$ cat src/rtl/leaf_out_arbiter.sv
// leaf_out_arbiter: credit-gated round-robin egress of user streams into BFT packets
module leaf_out_arbiter #(
  parameter int PACKET_BITS           = 49,
  parameter int PAYLOAD_BITS          = 32,
  parameter int NUM_LEAF_BITS         = 5,
  parameter int NUM_PORT_BITS         = 4,
  parameter int NUM_ADDR_BITS         = 7,
  parameter int NUM_OUT_PORTS         = 2,
  parameter int NUM_BRAM_ADDR_BITS    = 7,
  parameter int FREESPACE_UPDATE_SIZE = 64
) (
  input  logic                                                   clk,
  input  logic                                                   reset,
  input  logic [NUM_OUT_PORTS*PAYLOAD_BITS-1:0]                  din_leaf_user2interface,
  input  logic [NUM_OUT_PORTS-1:0]                               vld_user2interface,
  output logic [NUM_OUT_PORTS-1:0]                               ack_interface2user,
  input  logic [NUM_OUT_PORTS*(NUM_LEAF_BITS+NUM_PORT_BITS)-1:0] dest_cfg,
  input  logic [NUM_OUT_PORTS-1:0]                               credit_ret,
  input  logic                                                   out_ready,
  input  logic                                                   resend,
  output logic [PACKET_BITS-1:0]                                 dout_leaf_interface2bft,
  output logic [NUM_OUT_PORTS*(NUM_BRAM_ADDR_BITS+1)-1:0]        credit_cnt
);
  localparam int DW = NUM_LEAF_BITS + NUM_PORT_BITS;
  localparam int CW = NUM_BRAM_ADDR_BITS + 1;
  localparam int IW = NUM_OUT_PORTS > 1 ? $clog2(NUM_OUT_PORTS) : 1;
  localparam logic [CW-1:0] CMAX = {1'b1, {NUM_BRAM_ADDR_BITS{1'b0}}};

  logic [PAYLOAD_BITS-1:0]  payload [NUM_OUT_PORTS];
  logic [DW-1:0]            dest [NUM_OUT_PORTS];
  logic [CW-1:0]            credit [NUM_OUT_PORTS];
  logic [CW-1:0]            credit_nxt [NUM_OUT_PORTS];
  logic [NUM_ADDR_BITS-1:0] seq [NUM_OUT_PORTS];
  logic [NUM_OUT_PORTS-1:0] elig;
  logic [IW-1:0]            last, gnt;
  logic                     found, accept, out_vld;
  logic [PACKET_BITS-2:0]   out_reg;

  for (genvar g = 0; g < NUM_OUT_PORTS; g++) begin : g_port
    assign payload[g] = din_leaf_user2interface[g*PAYLOAD_BITS +: PAYLOAD_BITS];
    assign dest[g] = dest_cfg[g*DW +: DW];
    assign credit_cnt[g*CW +: CW] = credit[g];
    assign elig[g] = vld_user2interface[g] && credit[g] != '0;
  end

  // first eligible port searching cyclically after the last granted one
  always_comb begin
    found = 1'b0;
    gnt = last;
    for (int k = 1; k <= NUM_OUT_PORTS; k++) begin
      if (!found && elig[(int'(last) + k) % NUM_OUT_PORTS]) begin
        found = 1'b1;
        gnt = IW'((int'(last) + k) % NUM_OUT_PORTS);
      end
    end
  end

  assign accept = !reset && !resend && (!out_vld || out_ready) && found;

  // single-cycle accept strobe to the granted port
  always_comb begin
    ack_interface2user = '0;
    if (accept) ack_interface2user[gnt] = 1'b1;
  end

  // credit return and consumption applied together, then saturated at buffer depth
  always_comb begin
    int s;
    for (int i = 0; i < NUM_OUT_PORTS; i++) begin
      s = int'(credit[i]) + (credit_ret[i] ? FREESPACE_UPDATE_SIZE : 0) - ((accept && gnt == IW'(i)) ? 1 : 0);
      credit_nxt[i] = s > int'(CMAX) ? CMAX : CW'(s);
    end
  end

  assign dout_leaf_interface2bft = (resend || !out_vld) ? '0 : {1'b1, out_reg};

  // output register, pointer, per-port credits and sequence numbers
  always_ff @(posedge clk or posedge reset) begin
    if (reset) begin
      out_vld <= 1'b0;
      out_reg <= '0;
      last <= IW'(NUM_OUT_PORTS - 1);
      for (int i = 0; i < NUM_OUT_PORTS; i++) begin
        credit[i] <= CMAX;
        seq[i] <= '0;
      end
    end else begin
      if (accept) begin
        out_vld <= 1'b1;
        out_reg <= {dest[gnt], seq[gnt], payload[gnt]};
        last <= gnt;
      end else if (!resend && out_ready) begin
        out_vld <= 1'b0;
      end
      for (int i = 0; i < NUM_OUT_PORTS; i++) begin
        credit[i] <= credit_nxt[i];
        if (accept && gnt == IW'(i)) seq[i] <= seq[i] + 1'b1;
      end
    end
  end
endmodule

$ cat config.mk
export PLATFORM = sky130hd
export DESIGN_NAME = leaf_out_arbiter
export DESIGN_NICKNAME = d
export VERILOG_FILES = /design/src/rtl/leaf_out_arbiter.sv
export SDC_FILE = /design/constraint.sdc
export NUM_CORES = 1
export LEC_CHECK = 0
export ABC_AREA = 1
export BUFFER_PORTS_ARGS = -buffer_cell sky130_fd_sc_hd__buf_2
export CAP_MARGIN = 20
export CORE_MARGIN = 3
export CORE_UTILIZATION = 52
export CTS_CLUSTER_SIZE = 14
export DETAILED_ROUTE_END_ITERATION = 10
export GPL_ROUTABILITY_DRIVEN = 0
export GPL_TIMING_DRIVEN = 0
export PLACE_DENSITY = 0.93
export SLEW_MARGIN = 15
export SYNTH_ARGS = -nofsm -noshare
export SYNTH_HDL_FRONTEND = slang
export SYNTH_SLANG_ARGS = --single-unit
export TNS_END_PERCENT = 1
$ cat constraint.sdc
create_clock -name clk -period 4.5 [get_ports clk]
set_clock_uncertainty 0.05 [all_clocks]
set_input_delay 0.9 -clock clk [delete_from_list [all_inputs] [get_ports clk]]
set_output_delay 0.9 -clock clk [all_outputs]
set_load 0.01 [all_outputs]
Word-level counts from Yosys, hierarchy flattened:

Cells that the tools add are included.

* bits of input ports: 90
* logic and storage cells: 76
* bits in registers: 80
* output and inout bits: 67

* reduce and logical (&&, ||, !) cells: 19
* bitwise gates (word level): 4
* mux-type cells: 31
* $lt $le $gt $ge: 7
* $add $sub $neg: 8

Operator list (number)
* 32-bit two-way mux: 3
* 49-bit two-way mux: 1
* 7-bit two-way mux: 5
* 9-bit two-way mux: 3
* 10-bit by 9-bit greater-than comparator with 1-bit output (second input constant): 2
* 9-bit by 1-bit subtractor with 10-bit output: 2
* 8-bit by 7-bit adder with 9-bit output: 2
* 8-bit two-way mux: 2
* 8-bit nonzero test: 2
* 1-bit two-way mux: 15
* 7-bit by 1-bit adder with 7-bit output (second input constant): 2
* 1-bit logical AND: 10
* 2-bit by 3-bit less-than comparator with 1-bit output (second input constant): 2
* 1-bit zero test: 4
* 1-bit adder (second input constant): 2
* 1-bit bitwise AND (first input constant): 2
* 2-bit >= comparator (second input constant): 1
* 1-bit logical OR: 2
* 1-bit by 2-bit less-than comparator with 1-bit output (second input constant): 1
* 2-bit two-way mux: 1
* 1-bit inverter with 2-bit output: 1
* 2-bit nonzero test: 1
* 1-bit demux with 1-bit select: 1
* 1-bit >= comparator (second input constant): 1
* 1-bit inverter: 1

Logic depth before layout (Yosys ltp):

* word-level depth: 15
* depth in mapped cells: 26
* gate-level depth less buffers: 25

Worst setup path after synthesis:

Ideal clock, no wire load.

* path kind: input -> register
* start point: input out_ready
* end point: register credit, in the netlist credit_cnt[0]
* path buffers: 1
* data arrival time: 3.240 ns
* required time: 4.320 ns
* stages: 18
* slack: 1.080 ns
* cell sequence: o21ai_0 -> a21oi_4 -> nand2_4 -> inv_4 -> buf_2 -> ha_1 -> inv_1 -> ha_1 -> inv_1 -> fa_1 -> nand3b_1 -> nand2_1 -> a21o_1 -> nand2_1 -> nand2_1 -> nand2_1 -> nand2_1 -> a21oi_1

RTL lines
* start: declaration: RTL line 19 `input logic out_ready,`
* end signal: indexed assignment: RTL line 96 `credit[i] <= credit_nxt[i];`
* end: declaration: RTL line 31 `logic [CW-1:0] credit [NUM_OUT_PORTS];`

==> results.md <==
Detailed routing:
- The total DRC errors in the routed layout is 0.
- After detailed routing, the average wire length per cell comes to 13.7 microns.
- Dividing the detail-routed via count by the number of cells gives 5.01.
- The total via count in the routed design is 4,812.
- The number of design-rule violations left by the first detailed-router iteration is 252.
- The number of nets with antenna violations after routing is 0.
- The routed wire length is 13,200 microns.
- The first detailed-routing pass ran for 5 iterations.

Logic synthesis:
- The number of nets in the synthesized netlist is 800.
- Sequential elements use 41.2% of the synthesized area.
- The mean instance size in the synthesized netlist is 7.16 sq um.
- The count of cell types in the netlist is 30.
- In this run the cell area of the synthesized design comes to 0.00487 sq mm.
- For this run, the number of Yosys warnings is 0.
- The gate count after technology mapping is 680.
- The post-synthesis sequential element count is 80.

Timing:
- The minimum period implied by the final worst setup slack is 3.73 ns.
- The slew of the pin with the lowest slew margin is 0.619 ns.
- The final-report hold violation count is 0.
- The fmax is 0.268 GHz.
- The number of max-slew violations in the final report is 0.
- Setup repair after global routing left no endpoint under its margin.
- For the final routed database, the setup TNS stands at 0 ns.
- Setup violations remaining at the end of the flow were counted as 0.
- Dividing the final minimum period by the clock period gives 82.8%.
- In this run the tightest slew margin relative to its limit is 58.7%.

Worst setup path:
- The maximum fanout encountered on the critical timing path is 11.
- The critical path class is reg -> reg.
- For the worst setup path, the data arrival time is 3.89 ns.
- In this design, the critical path's most frequently occurring cell is sky130_fd_sc_hd__nand2_1.
- At the worst endpoint, the required time is 4.66 ns.
- On the critical path, the stage with the largest delay is an instance of sky130_fd_sc_hd__dfrtp_1.
- The sort of element at the end of the critical path is a flop.
- STA classifies the critical path startpoint as a flop.
- The largest stage delay on the critical path is 0.44 ns.
- The critical path goes through inv_1 -> ha_1 -> nand4_1 -> nand2_2 -> o21ai_2 -> inv_1 -> nand2_4 -> inv_4 -> buf_2 -> ha_1 -> inv_1 -> ha_1 -> inv_1 -> fa_1 -> nand3b_1 -> nand2_1 -> a21o_1 -> nand2_1 -> nand2_1 -> nand2_1 -> nand2_1 -> a21oi_1.

Clock tree:
- The number of levels the H-tree was split into is 3.
- Clock latency on the worst-skew pair, taken at its later pin, is 0.33 ns.
- The longest clock path from root to sink contains 2 buffers.
- The setup fix buffers added after clock tree synthesis is 0.
- The number of clock buffers added by TritonCTS is 9.
- After clock tree synthesis, the clock-pin slew on the worst setup and hold paths is 0.08 ns.
- Once the clock tree was built, the resizer swapped 0 gates to a different size.
- The hold-fix buffer count after cts is 0.
- TritonCTS built the clock tree.
- CTS placed an instance of sky130_fd_sc_hd__clkbuf_8 at the clock tree root.
- The number of sinks handled by clock tree synthesis is 80.

Floorplanning:
- The floorplan has 34 rows.
- In this run the vertical extent of the chip is 103 microns.
- The core region is 0.00889 sq mm.
- The area of the die is 0.0106 sq mm.
- Once the floorplan was initialized, standard cells occupied 54.7% of the core.
- The die span in x is 103 microns.
- Pin placement for this block handled 157 I/O pins.

Pwr:
- Total power for the finished layout comes to 3.56 mW.
- Dividing total power by cell area gives a power density of 590 mW/mm^2.
- The leakage power total is 3.53 nW.
- VDD sags by at most 341 uV.

Min path:
- The class of the tightest hold or removal check is reg -> reg.

Global route:
- The first global-routing pass estimated 20,400 microns of wire.
- Summed over all layers, the global routing overflow is 0.
- The number of antenna violations at the first check in global routing is 0.
- The via count of the first global-routing pass came to 4,417.
- The combined global-route utilization of all metal layers is 24.7%.
- Entering global routing, the biggest net connects 47 pins.

Placement:
- Detailed placement ended at an HPWL of 10,000 microns.
- The count of buffers added on input and output ports is 156.

Final layout:
- The area added between synthesis and finish is 24.0%.
- The post-route netlist has 23.0% of its cells at a drive strength greater than 1.
- The filler cells instantiated in the layout total 745.
- The register with the most flip-flops in the layout has 48 of them.
- Summing all multi-input logic gate instances after layout gives 0.00230 sq mm.
- The register cell area after layout is 0.00201 sq mm.
- The diode insertion count for antenna repair is 0.
- The net count of the finished layout is 968.

Flow run:
- Max-cap violations in this run came to 0.

Outcome:
- The run finished with clean final reports.
cells in the mapped netlist:
library cell	instances	area share [%]
sky130_fd_sc_hd__nand2_4	2	0.46
sky130_fd_sc_hd__o21bai_1	1	0.15
sky130_fd_sc_hd__nand4_1	7	0.90
sky130_fd_sc_hd__inv_2	1	0.077
sky130_fd_sc_hd__fa_1	2	0.82
sky130_fd_sc_hd__xnor2_1	10	1.8
sky130_fd_sc_hd__nand3b_1	3	0.46
sky130_fd_sc_hd__nand3_1	67	6.9
sky130_fd_sc_hd__a21o_1	3	0.46
sky130_fd_sc_hd__buf_6	5	1.2
sky130_fd_sc_hd__a21oi_1	20	2.1
sky130_fd_sc_hd__nor2_1	68	5.2
sky130_fd_sc_hd__inv_1	112	8.6
sky130_fd_sc_hd__and2_1	1	0.13
sky130_fd_sc_hd__buf_2	8	0.82
sky130_fd_sc_hd__inv_4	1	0.13
sky130_fd_sc_hd__a21oi_4	1	0.33
sky130_fd_sc_hd__nand2_2	1	0.13
sky130_fd_sc_hd__nor3_1	1	0.10
sky130_fd_sc_hd__nand2_1	234	18
sky130_fd_sc_hd__clkbuf_1	8	0.62
sky130_fd_sc_hd__o21a_1	1	0.15
sky130_fd_sc_hd__buf_1	1	0.077
sky130_fd_sc_hd__o21ai_2	1	0.18
sky130_fd_sc_hd__dfstp_2	3	1.6
sky130_fd_sc_hd__xor2_1	3	0.54
sky130_fd_sc_hd__a21boi_0	3	0.46
sky130_fd_sc_hd__ha_1	28	7.2
sky130_fd_sc_hd__o21ai_0	7	0.72
sky130_fd_sc_hd__dfrtp_1	77	40
cells by family (layout without fill, tap and decap cells):
| kind of cell | after synthesis | after routing | synth area share, % |
|---|---|---|---|
| AOI/OAI and AO/OA | 37 | 37 | 4.53 |
| xor gates and xnor gates | 13 | 13 | 2.34 |
| adders and majority gates | 30 | 30 | 8.02 |
| buffers and inverters | 136 | 309 | 11.5 |
| DFF | 80 | 80 | 41.2 |
| and+or+nand+nor | 384 | 384 | 32.4 |
final cells by class:
class                   count  share of cell area, %
plain buffers              22                   2.16
clock buffers              10                   2.12
clock inverters             6                   1.53
inverters                 114                   7.18
multi-input cells         464                   38.1
flip-flops and latches     80                   33.3
well taps                 108                   2.24
repair buffers            157                   13.4
critical path: cells and delay by family, from the launching register on:
| kind | cells | cell delay [ns] |
|---|---|---|
| fa+ha+maj | 4 | 1.01 |
| buf+inv | 6 | 0.60 |
| compound gates | 3 | 0.43 |
| simple gates | 9 | 1.06 |
| flops | 1 | 0.44 |
layer usage:
metal  vias up  GRT usage [%]  part of all wire (%)
met5         -              0                     0
met4         0           7.87                   1.6
met3        20           3.86                   7.0
met2       174           40.3                    48
met1      2210           33.9                    43
li1       2408              -                     -
worst paths after layout:
path / start / endpoint / slack (ns) / cells past startpoint
worst max-delay path: credit_cnt[10] / credit_cnt[1] / 0.77 / 22
min in group asynchronous: reset / out_reg[3] / 0.54 / 2
worst min register to register: last / last / 0.44 / 2
worst min-delay path: last / last / 0.44 / 2
max in group asynchronous: reset / last / 3.22 / 3
worst max register to register: credit_cnt[10] / credit_cnt[1] / 0.77 / 22
power by group:
group	switching (mW)	internal, mW
Sequential	0.204	1.02
Clock	0.268	0.316
Combinational	1.06	0.690
stage by stage:
| step | cells | setup WS, ns | instance area [sq um] | hold WS (ns) | util (%) |
|---|---|---|---|---|---|
| 2_1_floorplan | 680 | 1.08 | 4870 | 0.408 | - |
| 3_3_place_gp | 944 | 0.494 | 5780 | 0.423 | 65.0 |
| 3_5_place_dp | 945 | 0.472 | 5810 | 0.434 | 65.4 |
| 4_1_cts | 961 | 0.767 | 6030 | 0.447 | 67.8 |
| 5_1_grt | 961 | 0.498 | 6030 | 0.468 | 67.8 |
| 6_report | 961 | 0.775 | 6030 | 0.443 | 67.8 |
cells in the final DEF, fill, tap and decap left out, drive strengths merged, types with 3 or more instances in the layout:
| master | count |
|---|---|
| nand3 | 67 |
| inv | 115 |
| a21boi | 3 |
| nand3b | 3 |
| dfstp | 3 |
| nand2 | 237 |
| xnor2 | 10 |
| xor2 | 3 |
| o21ai | 8 |
| a21o | 3 |
| clkbuf | 18 |
| nand4 | 7 |
| ha | 28 |
| nor2 | 68 |
| buf | 171 |
| a21oi | 21 |
| dfrtp | 77 |
Note: power is estimated with default switching activity, not from simulation.
